### config.mk
export PLATFORM = sky130hd
export DESIGN_NAME = spi_master
export DESIGN_NICKNAME = d
export VERILOG_FILES = /design/src/rtl/spi_master.sv
export SDC_FILE = /design/constraint.sdc
export NUM_CORES = 1
export LEC_CHECK = 0
export BUFFER_PORTS_ARGS = -buffer_cell sky130_fd_sc_hd__buf_4
export CELL_PAD_IN_SITES_DETAIL_PLACEMENT = 1
export CELL_PAD_IN_SITES_GLOBAL_PLACEMENT = 1
export CORE_MARGIN = 2
export CORE_UTILIZATION = 45
export DETAILED_ROUTE_END_ITERATION = 12
export PLACE_DENSITY = 0.93
export SYNTH_ARGS = -nofsm -noshare
export SYNTH_HDL_FRONTEND = slang
export SYNTH_SLANG_ARGS = --single-unit
### constraint.sdc
create_clock -name clk -period 4.04 [get_ports clk]
set_input_delay 0.606 -clock clk [delete_from_list [all_inputs] [get_ports clk]]
set_output_delay 0.606 -clock clk [all_outputs]
set_load 0.02 [all_outputs]
### src/rtl/spi_master.sv
// -----------------------------------------------------------------------------
// spi_master
//
// Mode-0 SPI bus master (CPOL=0, CPHA=0, MSB first). It uses the same byte-bus
// handshake as spi_slave. Back-to-back bytes can be sent under a single
// spi_ss assertion by holding `start` high at the burst decision point, which
// is the cycle of the last falling edge of a frame.
//
// Parameters
//   WIDTH : bits per frame (2 or more)
//   HALF  : clk cycles per spi_clk half-period (2 or more)
//   GAP   : clk cycles spi_ss stays high after a frame before a new start is
//           accepted (1 or more)
//
// Ports
//   clk     in  : system clock
//   rst     in  : synchronous reset, active-high
//   ena     in  : clock enable; while low, every register holds
//   start   in  : transfer request (sampled in IDLE and at the burst decision)
//   bus_in  in  : byte to transmit, captured on a tx cycle
//   bus_out out : last received byte, updated on the rx cycle
//   tx      out : one-cycle pulse, bus_in captured this cycle
//   rx      out : one-cycle pulse, bus_out updated this cycle
//   busy    out : high from the cycle after acceptance until the GAP wait ends
//   spi_clk out : serial clock, idles low
//   spi_ss  out : slave select, active low
//   spi_out out : MOSI
//   spi_in  in  : MISO
// -----------------------------------------------------------------------------
module spi_master #(
  parameter int WIDTH = 8,
  parameter int HALF  = 4,
  parameter int GAP   = 2
) (
  input  logic             clk,
  input  logic             rst,
  input  logic             ena,
  input  logic             start,
  input  logic [WIDTH-1:0] bus_in,
  output logic [WIDTH-1:0] bus_out,
  output logic             tx,
  output logic             rx,
  output logic             busy,
  output logic             spi_clk,
  output logic             spi_ss,
  output logic             spi_out,
  input  logic             spi_in
);

  // One shared divider serves the spi_clk half-periods, the END hold and the
  // GAP wait, so it must reach the larger of HALF and GAP.
  localparam int CNT_MAX = (HALF > GAP) ? HALF : GAP;
  localparam int CW      = $clog2(CNT_MAX + 1);
  localparam int BW      = $clog2(WIDTH + 1);

  localparam logic [CW-1:0] HALF_LAST = CW'(HALF - 1);
  localparam logic [CW-1:0] GAP_LAST  = CW'(GAP - 1);
  localparam logic [BW-1:0] BIT_LAST  = BW'(WIDTH - 1);

  typedef enum logic [1:0] {
    S_IDLE  = 2'd0,
    S_SHIFT = 2'd1,
    S_END   = 2'd2,
    S_GAP   = 2'd3
  } state_t;

  state_t           state;
  state_t           state_nxt;
  logic [CW-1:0]    cnt;
  logic [BW-1:0]    bit_cnt;
  logic [WIDTH-1:0] tx_sr;
  logic [WIDTH-1:0] rx_sr;
  // High for exactly one enabled cycle: the cycle in which the WIDTH-th
  // falling edge is visible on spi_clk. rx and the burst decision key off it.
  logic             last_fall;

  logic half_done;
  logic rise_ev;
  logic fall_ev;
  logic sample_ev;
  logic load_ev;

  assign half_done = (cnt == HALF_LAST);
  assign rise_ev   = (state == S_SHIFT) && !spi_clk && half_done && !last_fall;
  assign fall_ev   = (state == S_SHIFT) &&  spi_clk && half_done;
  // MISO is taken in the first cycle spi_clk is visibly high, i.e. the value
  // present at the rising edge on the pin.
  assign sample_ev = (state == S_SHIFT) &&  spi_clk && (cnt == '0);
  // Capture bus_in either on an IDLE accept or at the burst decision point.
  assign load_ev   = start && ((state == S_IDLE) ||
                               ((state == S_SHIFT) && last_fall));

  // ---------------------------------------------------------------------------
  // FSM state register
  // ---------------------------------------------------------------------------
  always_ff @(posedge clk) begin
    if (rst) begin
      state <= S_IDLE;
    end else if (ena) begin
      state <= state_nxt;
    end
  end

  // ---------------------------------------------------------------------------
  // FSM next-state logic
  // ---------------------------------------------------------------------------
  always_comb begin
    state_nxt = state;
    case (state)
      S_IDLE: begin
        if (start) state_nxt = S_SHIFT;
      end
      S_SHIFT: begin
        // Without a burst request the frame closes; with one we stay here
        // and the reload happens in the datapath.
        if (last_fall && !start) state_nxt = S_END;
      end
      S_END: begin
        if (half_done) state_nxt = S_GAP;
      end
      S_GAP: begin
        if (cnt == GAP_LAST) state_nxt = S_IDLE;
      end
      default: state_nxt = S_IDLE;
    endcase
  end

  // ---------------------------------------------------------------------------
  // FSM outputs
  // ---------------------------------------------------------------------------
  always_comb begin
    busy    = (state != S_IDLE);
    spi_ss  = !((state == S_SHIFT) || (state == S_END));
    // tx_sr shifts in zeros, so after the last falling edge spi_out is
    // already 0 for the END hold.
    spi_out = ((state == S_SHIFT) || (state == S_END)) ? tx_sr[WIDTH-1] : 1'b0;
    // Strobes are suppressed while disabled; last_fall and the IDLE/decision
    // condition hold, so the pulse appears once ena returns.
    tx      = ena && !rst && load_ev;
    rx      = ena && !rst && last_fall;
  end

  // ---------------------------------------------------------------------------
  // Shared divider
  // ---------------------------------------------------------------------------
  // The cycle of the last falling edge counts as the first cycle of both the
  // END hold and a burst's first low phase, so the count simply runs on.
  always_ff @(posedge clk) begin
    if (rst) begin
      cnt <= '0;
    end else if (ena) begin
      case (state)
        S_SHIFT, S_END: cnt <= half_done ? '0 : cnt + 1'b1;
        S_GAP:          cnt <= (cnt == GAP_LAST) ? '0 : cnt + 1'b1;
        default:        cnt <= '0;
      endcase
    end
  end

  // ---------------------------------------------------------------------------
  // Serial datapath: spi_clk, shift registers, bit count, bus_out
  // ---------------------------------------------------------------------------
  always_ff @(posedge clk) begin
    if (rst) begin
      spi_clk   <= 1'b0;
      tx_sr     <= '0;
      rx_sr     <= '0;
      bit_cnt   <= '0;
      last_fall <= 1'b0;
      bus_out   <= '0;
    end else if (ena) begin
      last_fall <= fall_ev && (bit_cnt == BIT_LAST);

      if (rise_ev) begin
        spi_clk <= 1'b1;
      end

      if (sample_ev) begin
        rx_sr <= {rx_sr[WIDTH-2:0], spi_in};
      end

      if (fall_ev) begin
        spi_clk <= 1'b0;
        tx_sr   <= {tx_sr[WIDTH-2:0], 1'b0};
        bit_cnt <= bit_cnt + 1'b1;
        // All WIDTH samples are in rx_sr by the last falling edge.
        if (bit_cnt == BIT_LAST) begin
          bus_out <= rx_sr;
        end
      end

      // Never coincides with fall_ev: a load happens in IDLE or in the cycle
      // after the last falling edge, when spi_clk is already low.
      if (load_ev) begin
        tx_sr   <= bus_in;
        bit_cnt <= '0;
      end
    end
  end

endmodule
# --- Yosys cells after proc, flatten, opt, wreduce, memory -nomap -nowiden ---
# Index checks and enable logic that the tools add are counted.
op_classes:
  addsub: 2
  eq_ne: 10
  mux: 15
  n_reduce_logical: 31
ops:
  columns: ["cell", "n"]
  rows:
  - ["two-way mux 8 bit", 2]
  - ["logical AND 1 bit", 13]
  - ["two-way mux 2 bit", 4]
  - ["two-way mux 4 bit", 2]
  - ["case mux 2 bit (4 select lines)", 1]
  - ["two-way mux 3 bit", 2]
  - ["!= test 2 bit, second input constant", 3]
  - ["case mux 3 bit (2 select lines)", 1]
  - ["AND reduction 2 bit", 3]
  - ["nonzero test 2 bit", 3]
  - ["zero test 1 bit", 5]
  - ["AND reduction 5 bit", 1]
  - ["adder 4 x 1 -> 4 bit, second input constant", 1]
  - ["equality test 2 bit, second input constant", 2]
  - ["equality test 4 x 3 -> 1 bit, second input constant", 1]
  - ["adder 3 x 1 -> 3 bit, second input constant", 1]
  - ["equality test 3 x 1 -> 1 bit, second input constant", 1]
  - ["equality test 3 x 2 -> 1 bit, second input constant", 1]
  - ["zero test 3 bit", 1]
  - ["two-way mux 1 bit", 3]
  - ["AND reduction 3 bit", 1]
  - ["equality test 2 x 1 -> 1 bit, second input constant", 1]
  - ["zero test 2 bit", 1]
  - ["logical OR 1 bit", 2]
  - ["other kinds (2)", 2]
word_totals:
  ff_bits: 35
  in_bits: 13
  out_inout_bits: 14
  elab_cells: 66

# --- Longest topological paths before layout ---
# Gate-level depths: netlist of run 1.
logic_depth:
  ltp_word: 6
  depth_mapped: 7
  depth_no_buf: 7

# --- Worst setup path after synthesis of run 1 ---
# OpenSTA, ideal clock, no wires.
synth_timing:
  path_type: "input-to-output"
  startpoint: "input rst"
  endpoint: "output tx"
  arrival_time_ns: 1.496
  t_required_ns: 3.434
  path_slack_ns: 1.938
  stages: 3
  n_path_buf: 2
  path_cell_list: "clkbuf_1 buf_1 nor3_1"
synth_between:
  elab_chain_len: 3
synth_lines:
  columns: ["element", "line", "rtl"]
  rows:
  - ["from (decl)", "36", "input logic rst,"]
  - ["zero test 1 bit", "139", "tx = ena && !rst && load_ev;"]
  - ["logical AND 1 bit (2 in series)", "139", null]
  - ["to (decl)", "41", "output logic tx,"]
# Every way passes these cells.

# --- Worst setup path after layout of run 1 ---
layout_timing:
  startpoint: "register state[0]"
  endpoint: "output tx"
layout_between:
  elab_chain_len: 5
  word_cells_on_any_way: 6
  cone_classes: "eq/ne: 1; reduce/logical: 5"
layout_lines:
  columns: ["element", "line", "rtl"]
  rows:
  - ["from (decl)", "67", "state_t state;"]
  - ["from (signal assigned)", "100", "state <= state_nxt;"]
  - ["equality test 2 x 1 -> 1 bit", "91", "((state == S_SHIFT) && last_fall));"]
  - ["logical AND 1 bit", "91", null]
  - ["logical OR 1 bit *", "90", "assign load_ev = start && ((state == S_IDLE) ||"]
  - ["logical AND 1 bit *", "90", null]
  - ["logical AND 1 bit *", "139", null]
# Mark *: on every way between the ends. The rest lies on a longest branch, timed or not.

==> impl_metrics.json, run 1 <==
{
  "critPathMaxFanout": 9,
  "grt_usage_pct": 22.2,
  "drive_gt1_share_pct": 15.9,
  "routed_wl_microns": 4150,
  "path_cells": "inv_1 -> ha_1 -> a21o_1 -> nand2_1 -> nor3_1 -> buf_4",
  "remaining_drc_errors": 0,
  "die_area_sq_um": 4270,
  "root_buffer": "clkbuf_8",
  "yosys_warnings": 0,
  "cp.buffers_inverters": 2,
  "place_congestion": 0.824,
  "cp.required_ns": 3.43,
  "ant_nets": 0,
  "synth_edf_count": 0,
  "tritoncts.num_buffers": 5,
  "layout.cells.most_common": "dfxtp_1",
  "cts_resized": 0,
  "port_buffers": 26,
  "rsz0062_at_grt": "false",
  "clkSinkCount": 35,
  "dr.pass1.iters": 4,
  "most-common-layout-cells": "35 x dfxtp_1, 27 x buf_4, 22 x nand2_1",
  "cap_violations": 0,
  "slowest_delay_ns": 0.43,
  "ctsHoldBuffers": 0,
  "worst_path_max_delay_cell": "dfxtp_1",
  "pwr-share-comb_pct": 13.2,
  "ff2ff_path_depth": 6,
  "drt_iter0_drc": 68,
  "ioPinCount": 27,
  "async_flop_share_pct": 0,
  "clk_pin_slew_ns": 0.07,
  "crit_path_end_kind": "output pin",
  "synth_cell_types": 34,
  "final_max_slew_viol_count": 0,
  "min_path_type": "register to register",
  "tightest_slew_ns": 1.22,
  "antenna_found_initial": 0,
  "vias_per_cell": 5.54,
  "die_h_microns": 65.3,
  "fin_nets": 244,
  "wl_per_cell_microns": 15.5,
  "dp_hpwl_microns": 2970,
  "arrival_ns": 1.86,
  "critical_path_depth": 6,
  "cts_setup_buffers": 0,
  "vdd_drop_max_uv": 220,
  "max_clock_freq_mhz": 405,
  "setup_violations": 0,
  "clkPwrFrac_pct": 37.8,
  "clock_skew_ns": 0.00812,
  "cts_max_path_buffers": 2,
  "p_sw_share_pct": 25.8,
  "fin_total_pwr_w": 0.000738,
  "row_count": 22,
  "finalCriticalPeriod_ns": 2.47,
  "synth_seq_cells": 35,
  "grt_max_degree": 38,
  "p_seq_share_pct": 49.0,
  "p_leak_nw": 0.772,
  "power.switching_w": 0.000190,
  "n_antenna_cell": 0,
  "synth.avg_cell_area_sq_um": 8.73,
  "syn_nets": 219,
  "cts_tree": "built",
  "synthCells": 194,
  "grt_pass1_vias": 1509,
  "crit_type": "register to output pin",
  "fin_setup_tns_ns": 0,
  "hold_depth": 2,
  "crit_path_start_kind": "register",
  "areaGrowthSynthToFinish_pct": 19.1,
  "core-area_sq_um": 3630,
  "synth_area_sq_um": 1690,
  "grt-ovfl-total": 0,
  "htreeDepth": 2,
  "internal_power_w": 0.000548,
  "path_delay_family": "flip-flops",
  "initial_utilization_pct": 46.6,
  "yosysSeqAreaShare_pct": 41.4,
  "vias": 1485,
  "status": "complete, no violations",
  "die_x_microns": 65.3,
  "finalCritPeriodShare_pct": 61.1,
  "clock_latency_ns": 0.29,
  "fillers": 452,
  "grt_pass1_wl_microns": 7310,
  "p_per_area_nw_per_um2": 366,
  "synth_ff_type": "dfxtp_1",
  "hold_viol": 0,
  "slew_headroom_pct": 18.3
}
-- Yosys cell counts (2+ instances only) --
| master | n | area, sq um |
|---|---|---|
| dfxtp_1 | 35 | 701 |
| nand2_1 | 22 | 82.6 |
| nor2_1 | 19 | 71.3 |
| mux2i_1 | 16 | 160 |
| nor3_1 | 14 | 70.1 |
| ha_1 | 12 | 150 |
| inv_1 | 12 | 45.0 |
| a21oi_1 | 8 | 40.0 |
| a311oi_1 | 7 | 61.3 |
| nand3_1 | 7 | 35.0 |
| nand2b_1 | 5 | 31.3 |
| and2_1 | 4 | 25.0 |
| clkbuf_1 | 4 | 15.0 |
| buf_2 | 3 | 15.0 |
| o21ai_0 | 3 | 15.0 |
| a31oi_1 | 2 | 12.5 |
| nand3b_1 | 2 | 15.0 |
| nor2b_1 | 2 | 12.5 |
| or4_1 | 2 | 15.0 |
-- logic make-up (layout without fill, tap and decap cells) --
kind of cell             Yosys count  in the layout  synth area share [%]
adder cells (fa/ha/maj)           12             12                  8.87
buffers and inverters             21             47                  5.32
flip-flops                        35             35                  41.4
XOR/XNOR                           1              1                 0.517
multiplexers                      16             16                  9.46
AO/OA/AOI/OAI                     27             27                  11.0
AND/OR/NAND/NOR                   82             82                  23.4
-- flip-flops by register name, indices dropped and copies added, names as in the netlist --
| name | flops |
|---|---|
| bit_cnt | 4 |
| bus_out | 8 |
| cnt | 3 |
| last_fall | 1 |
| rx_sr | 8 |
| spi_clk | 1 |
| state | 2 |
| tx_sr | 8 |
-- per-stage QoR --
stage | utilization [%] | hold WS (ns) | area (sq um) | std cells | setup slack, ns
after global placement | 52.8 | 0.461 | 1920 | 260 | 1.79
after detailed placement | 52.8 | 0.473 | 1920 | 260 | 1.58
after global routing | 55.5 | 0.522 | 2020 | 268 | 1.36
final | 55.5 | 0.492 | 2020 | 268 | 1.57
after floorplan | - | 0.448 | 1690 | 194 | 1.94
after CTS | 55.5 | 0.494 | 2020 | 268 | 1.52
-- power by group through the flow --
stage          registers, W  clock network, W  logic (W)
2_1_floorplan      0.000367                 0  0.0000677
3_3_place_gp       0.000369                 0  0.0000951
3_5_place_dp       0.000369                 0  0.0000971
4_1_cts            0.000362          0.000281  0.0000981
5_1_grt            0.000363          0.000300   0.000110
6_report           0.000361          0.000279  0.0000975
-- layout make-up --
cell class | count | area, sq um | area share (%)
multi-input cells | 138 | 908 | 45.0
flip-flops and latches | 35 | 701 | 34.7
repair buffers | 27 | 203 | 10.0
clock buffers | 8 | 100 | 4.96
well taps | 48 | 60.1 | 2.98
inverters | 12 | 45.0 | 2.23
-- metal layers --
metal / global-route usage (%) / vias to the layer above / wire, microns
met5: 0 / - / 0
met4: 8.07 / 0 / 99
met3: 4.79 / 11 / 164
met2: 37.4 / 30 / 2060
met1: 27.8 / 718 / 1820
li1: - / 726 / -
-- worst register-to-register path, cell delays in order, from the launching register on --
cell and delay [ns]:
dfxtp_1 0.34, inv_1 0.12, ha_1 0.22, nand2_1 0.15, nor4b_2 1.05, mux2i_1 0.35
nor2_1 0.07
-- worst paths after layout --
check	start	endpoint	slack, ns
max	state[0]$_SDFFE_PP0P_	tx	1.57
min	tx_sr[2]$_SDFFE_PP0P_	tx_sr[3]$_SDFFE_PP0P_	0.49
max reg2reg	state[1]$_SDFFE_PP0P_	rx_sr[4]$_SDFFE_PP0P_	1.62
min reg2reg	tx_sr[2]$_SDFFE_PP0P_	tx_sr[3]$_SDFFE_PP0P_	0.49
Power figures use the tool's default switching activity.
==> run 2: changes to the inputs <==
--- a/config.mk
+++ b/config.mk
@@ -9,9 +9,9 @@
 export CELL_PAD_IN_SITES_DETAIL_PLACEMENT = 1
 export CELL_PAD_IN_SITES_GLOBAL_PLACEMENT = 1
 export CORE_MARGIN = 2
-export CORE_UTILIZATION = 45
+export CORE_UTILIZATION = 37
 export DETAILED_ROUTE_END_ITERATION = 12
-export PLACE_DENSITY = 0.93
+export PLACE_DENSITY = 0.82
 export SYNTH_ARGS = -nofsm -noshare
 export SYNTH_HDL_FRONTEND = slang
 export SYNTH_SLANG_ARGS = --single-unit
==> constraint.sdc (replaced) <==
create_clock -name clk -period 2.09 [get_ports clk]
set_input_delay 0.3135 -clock clk [delete_from_list [all_inputs] [get_ports clk]]
set_output_delay 0.3135 -clock clk [all_outputs]
set_load 0.02 [all_outputs]
==> impl_metrics.json, run 2 (synthesis results as in run 1) <==
{
  "status": "complete, no violations",
  "clk_pin_slew_ns": 0.07,
  "hold_viol": 0,
  "cts_tree": "built",
  "crit_path_end_kind": "output pin",
  "areaGrowthSynthToFinish_pct": 21.4,
  "clkSinkCount": 35,
  "ff2ff_path_depth": 6,
  "tightest_slew_ns": 0.389,
  "ioPinCount": 27,
  "regToRegSetupSlack_ns": 0.28,
  "drt_iter0_drc": 58,
  "grt_usage_pct": 16.2,
  "gr-usage-met1_pct": 20.1,
  "vdd_drop_max_uv": 580,
  "clock_skew_ns": 0.00938,
  "ant_nets": 0,
  "max_clock_freq_mhz": 522,
  "grt-ovfl-total": 0,
  "cts_max_path_buffers": 2,
  "port_buffers": 26,
  "n_antenna_cell": 0,
  "p_per_area_nw_per_um2": 673,
  "die_h_microns": 71.6,
  "slew_headroom_pct": 73.4,
  "cp.required_ns": 1.78,
  "die_x_microns": 71.6,
  "grt_pass1_vias": 1456,
  "most-common-layout-cells": "35 x dfxtp_1, 32 x buf_4, 22 x nand2_1",
  "finalCritPeriodShare_pct": 91.6,
  "place_inst": 269,
  "row_count": 24,
  "fin_nets": 249,
  "finalCriticalPeriod_ns": 1.92,
  "hold_start": "spi_in",
  "cap_violations": 0,
  "cts_setup_buffers": 0,
  "critical_path_depth": 6,
  "routed_wl_microns": 3910,
  "final_max_slew_viol_count": 0,
  "worst_path_max_delay_cell": "dfxtp_1",
  "htreeDepth": 2,
  "largestRegisters": "bus_out x8, rx_sr x8, tx_sr x8",
  "instances_no_fill": 276,
  "min_to": "rx_sr[0]$_SDFFE_PP0P_",
  "gr-max-usage-layer": "met2",
  "path_cells": "inv_1 -> ha_2 -> a21o_1 -> nand2_1 -> nor3_2 -> buf_4",
  "arrival_ns": 1.60,
  "timing.hold.ws_ns": 0.269,
  "r2r-start": "state[0]$_SDFFE_PP0P_",
  "root_buffer": "clkbuf_8",
  "slowest_delay_ns": 0.40,
  "clock_latency_ns": 0.28,
  "critPathMaxFanout": 5,
  "fin_total_pwr_w": 0.00138,
  "vias": 1476,
  "drive_gt1_share_pct": 18.8,
  "grt_max_degree": 38,
  "die_area_sq_um": 5130,
  "setup_violations": 0,
  "timing.rr.end": "bit_cnt[3]$_SDFFE_PP0P_",
  "place_congestion": 0.750,
  "hold_depth": 3,
  "fin_util_pct": 46.9,
  "min_path_type": "input pin to register",
  "rsz0062_at_grt": "false",
  "initial_utilization_pct": 38.6,
  "path_delay_family": "flip-flops",
  "remaining_drc_errors": 0,
  "grt_pass1_wl_microns": 6530,
  "cp.buffers_inverters": 2,
  "wl_per_cell_microns": 14.2,
  "crit_path_start_kind": "register",
  "dr.pass1.iters": 5,
  "antenna_found_initial": 0,
  "layout.cells.most_common": "dfxtp_1",
  "dp_hpwl_microns": 2890,
  "crit_type": "register to output pin",
  "fin_setup_tns_ns": 0,
  "grt_use_met2_pct": 26.6,
  "p_leak_nw": 0.792,
  "use_met3_pct": 3.80,
  "vias_per_cell": 5.35,
  "core-area_sq_um": 4380,
  "tritoncts.num_buffers": 5
}
-- run 2: through the flow --
stage	area, sq um	setup slack [ns]
CTS	2050	0.0838
floorplan	1690	0.242
global placement	1960	0.287
detailed placement	1960	0.212
global route	2050	0.0460
finish	2050	0.175
-- run 2: what timing repair did --
item                                    in CTS  in global routing
gates resized for setup                      0                  2
endpoints found under the setup margin       0                  1
hold buffers                                 0                  0
-- run 2: final cells by class --
cell class              count  area [sq um]
clock buffers               6          82.6
clock inverters             1          5.00
fillers                   517          2330
inverters                  12          45.0
multi-input cells         138           916
flip-flops and latches     35           701
well taps                  52          65.1
repair buffers             32           240
-- run 2: worst max path at each step --
| stage | start | slack [ns] | to |
|---|---|---|---|
| 3_5_place_dp | state[0]$_SDFFE_PP0P_ | 0.21 | bit_cnt[3]$_SDFFE_PP0P_ |
| 4_1_cts | state[0]$_SDFFE_PP0P_ | 0.08 | tx |
| 5_1_grt | state[0]$_SDFFE_PP0P_ | 0.05 | tx |
| 2_1_floorplan | state[0]$_SDFFE_PP0P_ | 0.24 | bit_cnt[3]$_SDFFE_PP0P_ |
| 6_report | state[0]$_SDFFE_PP0P_ | 0.17 | tx |
| 3_3_place_gp | state[0]$_SDFFE_PP0P_ | 0.29 | bit_cnt[3]$_SDFFE_PP0P_ |
-- run 2: power breakdown --
group / switching, W / internal (W) / leakage [nW]
Sequential: 0.0000123 / 0.000685 / 0.283
Combinational: 0.000118 / 0.0000812 / 0.462
Clock: 0.000228 / 0.000258 / 0.0470
-- run 2: worst register-to-register path: cells and delay by family (launching register included) --
family	cells	cell delay, ns
adders and majority gates	1	0.23
and+or+nand+nor	2	0.67
DFF	1	0.40
AOI/OAI and AO/OA	2	0.33
buffers and inverters	1	0.11
-- run 2: per-layer routing --
metal  routed length [microns]  vias to the layer above
met5                         0                        -
met2                      1920                       23
li1                          -                      732
met4                        79                        0
met3                       103                        7
met1                      1810                      714
==> run 3: changes to the inputs <==
--- a/config.mk
+++ b/config.mk
@@ -5,13 +5,14 @@
 export SDC_FILE = /design/constraint.sdc
 export NUM_CORES = 1
 export LEC_CHECK = 0
+export ABC_AREA = 1
 export BUFFER_PORTS_ARGS = -buffer_cell sky130_fd_sc_hd__buf_4
 export CELL_PAD_IN_SITES_DETAIL_PLACEMENT = 1
 export CELL_PAD_IN_SITES_GLOBAL_PLACEMENT = 1
 export CORE_MARGIN = 2
-export CORE_UTILIZATION = 37
+export CORE_UTILIZATION = 36
 export DETAILED_ROUTE_END_ITERATION = 12
-export PLACE_DENSITY = 0.82
+export PLACE_DENSITY = 0.83
 export SYNTH_ARGS = -nofsm -noshare
 export SYNTH_HDL_FRONTEND = slang
 export SYNTH_SLANG_ARGS = --single-unit
==> constraint.sdc (replaced) <==
create_clock -name clk -period 2.09 [get_ports clk]
set_input_delay 0.209 -clock clk [delete_from_list [all_inputs] [get_ports clk]]
set_output_delay 0.209 -clock clk [all_outputs]
set_load 0.02 [all_outputs]
==> impl_metrics.json, run 3 <==
{
  "crit_type": "register to output pin",
  "grt-ovfl-total": 0,
  "hold_viol": 0,
  "yosysSeqAreaShare_pct": 38.4,
  "cts_max_path_buffers": 2,
  "worst_path_max_delay_cell": "dfxtp_1",
  "tritoncts.num_buffers": 5,
  "clkSinkCount": 35,
  "drt_iter0_drc": 59,
  "grt_pass1_wl_microns": 7850,
  "final_max_slew_viol_count": 0,
  "clock_skew_ns": 0.00990,
  "remaining_drc_errors": 0,
  "n_antenna_cell": 0,
  "clk_pin_slew_ns": 0.08,
  "largestRegisters": "bus_out x8, rx_sr x8, tx_sr x8",
  "ioPinCount": 27,
  "htreeDepth": 2,
  "async_flop_share_pct": 0,
  "grt_usage_pct": 18.3,
  "place_congestion": 0.784,
  "ant_nets": 0,
  "yosys_warnings": 0,
  "syn_nets": 284,
  "setup_violations": 0,
  "most-common-layout-cells": "64 x nand2_1, 44 x nor2_1, 35 x dfxtp_1",
  "clock_latency_ns": 0.28,
  "die_h_microns": 75.2,
  "dp_hpwl_microns": 3390,
  "synth.most_common_cell": "nand2_1",
  "cpMostUsedCell": "inv_1",
  "synth_edf_count": 0,
  "synth_area_sq_um": 1830,
  "row_count": 25,
  "arrival_ns": 1.77,
  "cap_violations": 0,
  "finalCriticalPeriod_ns": 1.98,
  "port_buffers": 26,
  "status": "complete, no violations",
  "synth_seq_cells": 35,
  "vias_per_cell": 4.91,
  "core-area_sq_um": 4820,
  "min_path_type": "input pin to register",
  "rsz0062_at_grt": "false",
  "synth_top_cell_by_area": "dfxtp_1",
  "dr.pass1.iters": 5,
  "fin_total_pwr_w": 0.00170,
  "synth.avg_cell_area_sq_um": 7.05,
  "ys_top_cells_by_area": "dfxtp_1 38%, nand2_1 13%, nor2_1 9.0%, ha_1 8.2%, nand3_1 5.5%",
  "wl_per_cell_microns": 13.3,
  "tightest_slew_ns": 0.723,
  "cp.buffers_inverters": 3,
  "drive_gt1_share_pct": 16.5,
  "fin_setup_tns_ns": 0,
  "initial_utilization_pct": 37.9,
  "cts_tree": "built",
  "synthCells": 259,
  "path_delay_family": "simple AND/OR/NAND/NOR gates",
  "die_area_sq_um": 5660,
  "critPathMaxFanout": 10,
  "grt_max_degree": 23,
  "slew_headroom_pct": 51.8,
  "crit_path_start_kind": "register",
  "finalCritPeriodShare_pct": 94.7,
  "max_clock_freq_mhz": 505,
  "vias": 1728,
  "p_per_area_nw_per_um2": 781,
  "synth_common_cells": "65 x nand2_1, 44 x nor2_1, 35 x dfxtp_1",
  "vdd_drop_max_uv": 359,
  "antenna_found_initial": 0,
  "slowest_delay_ns": 0.36,
  "path_cells": "inv_1 -> ha_1 -> inv_1 -> nand2_1 -> nand2_2 -> nor3_4 -> buf_4",
  "areaGrowthSynthToFinish_pct": 18.9,
  "synth_top_area_share_pct": 38.4,
  "p_leak_nw": 1.03,
  "root_buffer": "clkbuf_8",
  "grt_pass1_vias": 1718,
  "synth_cell_types": 23,
  "cp.required_ns": 1.88,
  "routed_wl_microns": 4680,
  "fin_nets": 310,
  "crit_path_end_kind": "output pin",
  "die_x_microns": 75.2,
  "layout.cells.most_common": "nand2_1",
  "synth_ff_type": "dfxtp_1"
}
-- run 3: routing by layer --
| metal | share of wire (%) | GRT usage, % | wire length (microns) |
|---|---|---|---|
| met3 | 3.3 | 4.15 | 154 |
| met1 | 48 | 23.7 | 2240 |
| met5 | 0 | 0 | 0 |
| met4 | 0.47 | 4.09 | 22 |
| met2 | 48 | 31.1 | 2260 |
-- run 3: worst paths after layout --
check	cells past startpoint	start	to	slack, ns
hold reg to reg	2	bus_out[7]$_SDFFE_PP0P_	bus_out[7]$_SDFFE_PP0P_	0.47
setup / recovery	7	state[1]$_SDFFE_PP0P_	tx	0.11
hold / removal	3	bus_in[0]	tx_sr[0]$_SDFFE_PP0P_	0.13
setup reg to reg	10	state[0]$_SDFFE_PP0P_	tx_sr[6]$_SDFFE_PP0P_	0.28
-- run 3: worst reg2reg max path, delay by kind of cell, from the launching register on --
| family | cells | cell delay [ns] |
|---|---|---|
| buf+inv | 3 | 0.40 |
| simple gates | 6 | 0.62 |
| fa+ha+maj | 1 | 0.24 |
| flops | 1 | 0.43 |
-- run 3: timing repair --
item	4_1_cts	5_1_grt
endpoints found under the setup margin	1	6
cloned	0	0
hold endpoints to repair	0	0
pin swaps	0	0
gates resized for setup	2	1
hold buffers	0	0
setup buffers	0	0
-- run 3: cells by family (layout without fill, tap and decap cells) --
logic type	after synthesis	after routing	share of synthesized area [%]
buf+inv	33	59	9.18
compound gates	31	31	8.70
fa+ha+maj	12	12	8.22
simple gates	148	148	35.5
flops	35	35	38.4
-- run 3: report_power, final --
part	switching (W)	total [W]	internal [W]
registers	0.0000238	0.000721	0.000697
clock network	0.000252	0.000600	0.000349
logic	0.000235	0.000374	0.000139
total	0.000511	0.00170	0.00118
-- run 3: area by class of cell --
| type | instances | area (sq um) |
|---|---|---|
| inverter | 23 | 91.3 |
| multi-input combinational | 191 | 972 |
| fill | 651 | 2650 |
| clock inverter | 2 | 37.5 |
| clock buffer | 5 | 68.8 |
| timing repair buffer | 29 | 218 |
| tap | 67 | 83.8 |
| sequential | 35 | 701 |
-- run 3: through the flow --
stage	cell area [sq um]	worst slack [ns]	hold WS (ns)	util, %	cells
after floorplan	1830	0.435	0.320	-	259
after global placement	2050	0.292	0.409	42.6	345
after detailed placement	2050	0.179	0.416	42.6	345
final	2170	0.111	0.126	45.1	352
after global routing	2170	0.0164	0.154	45.1	352
after CTS	2170	0.00281	0.125	45.0	352
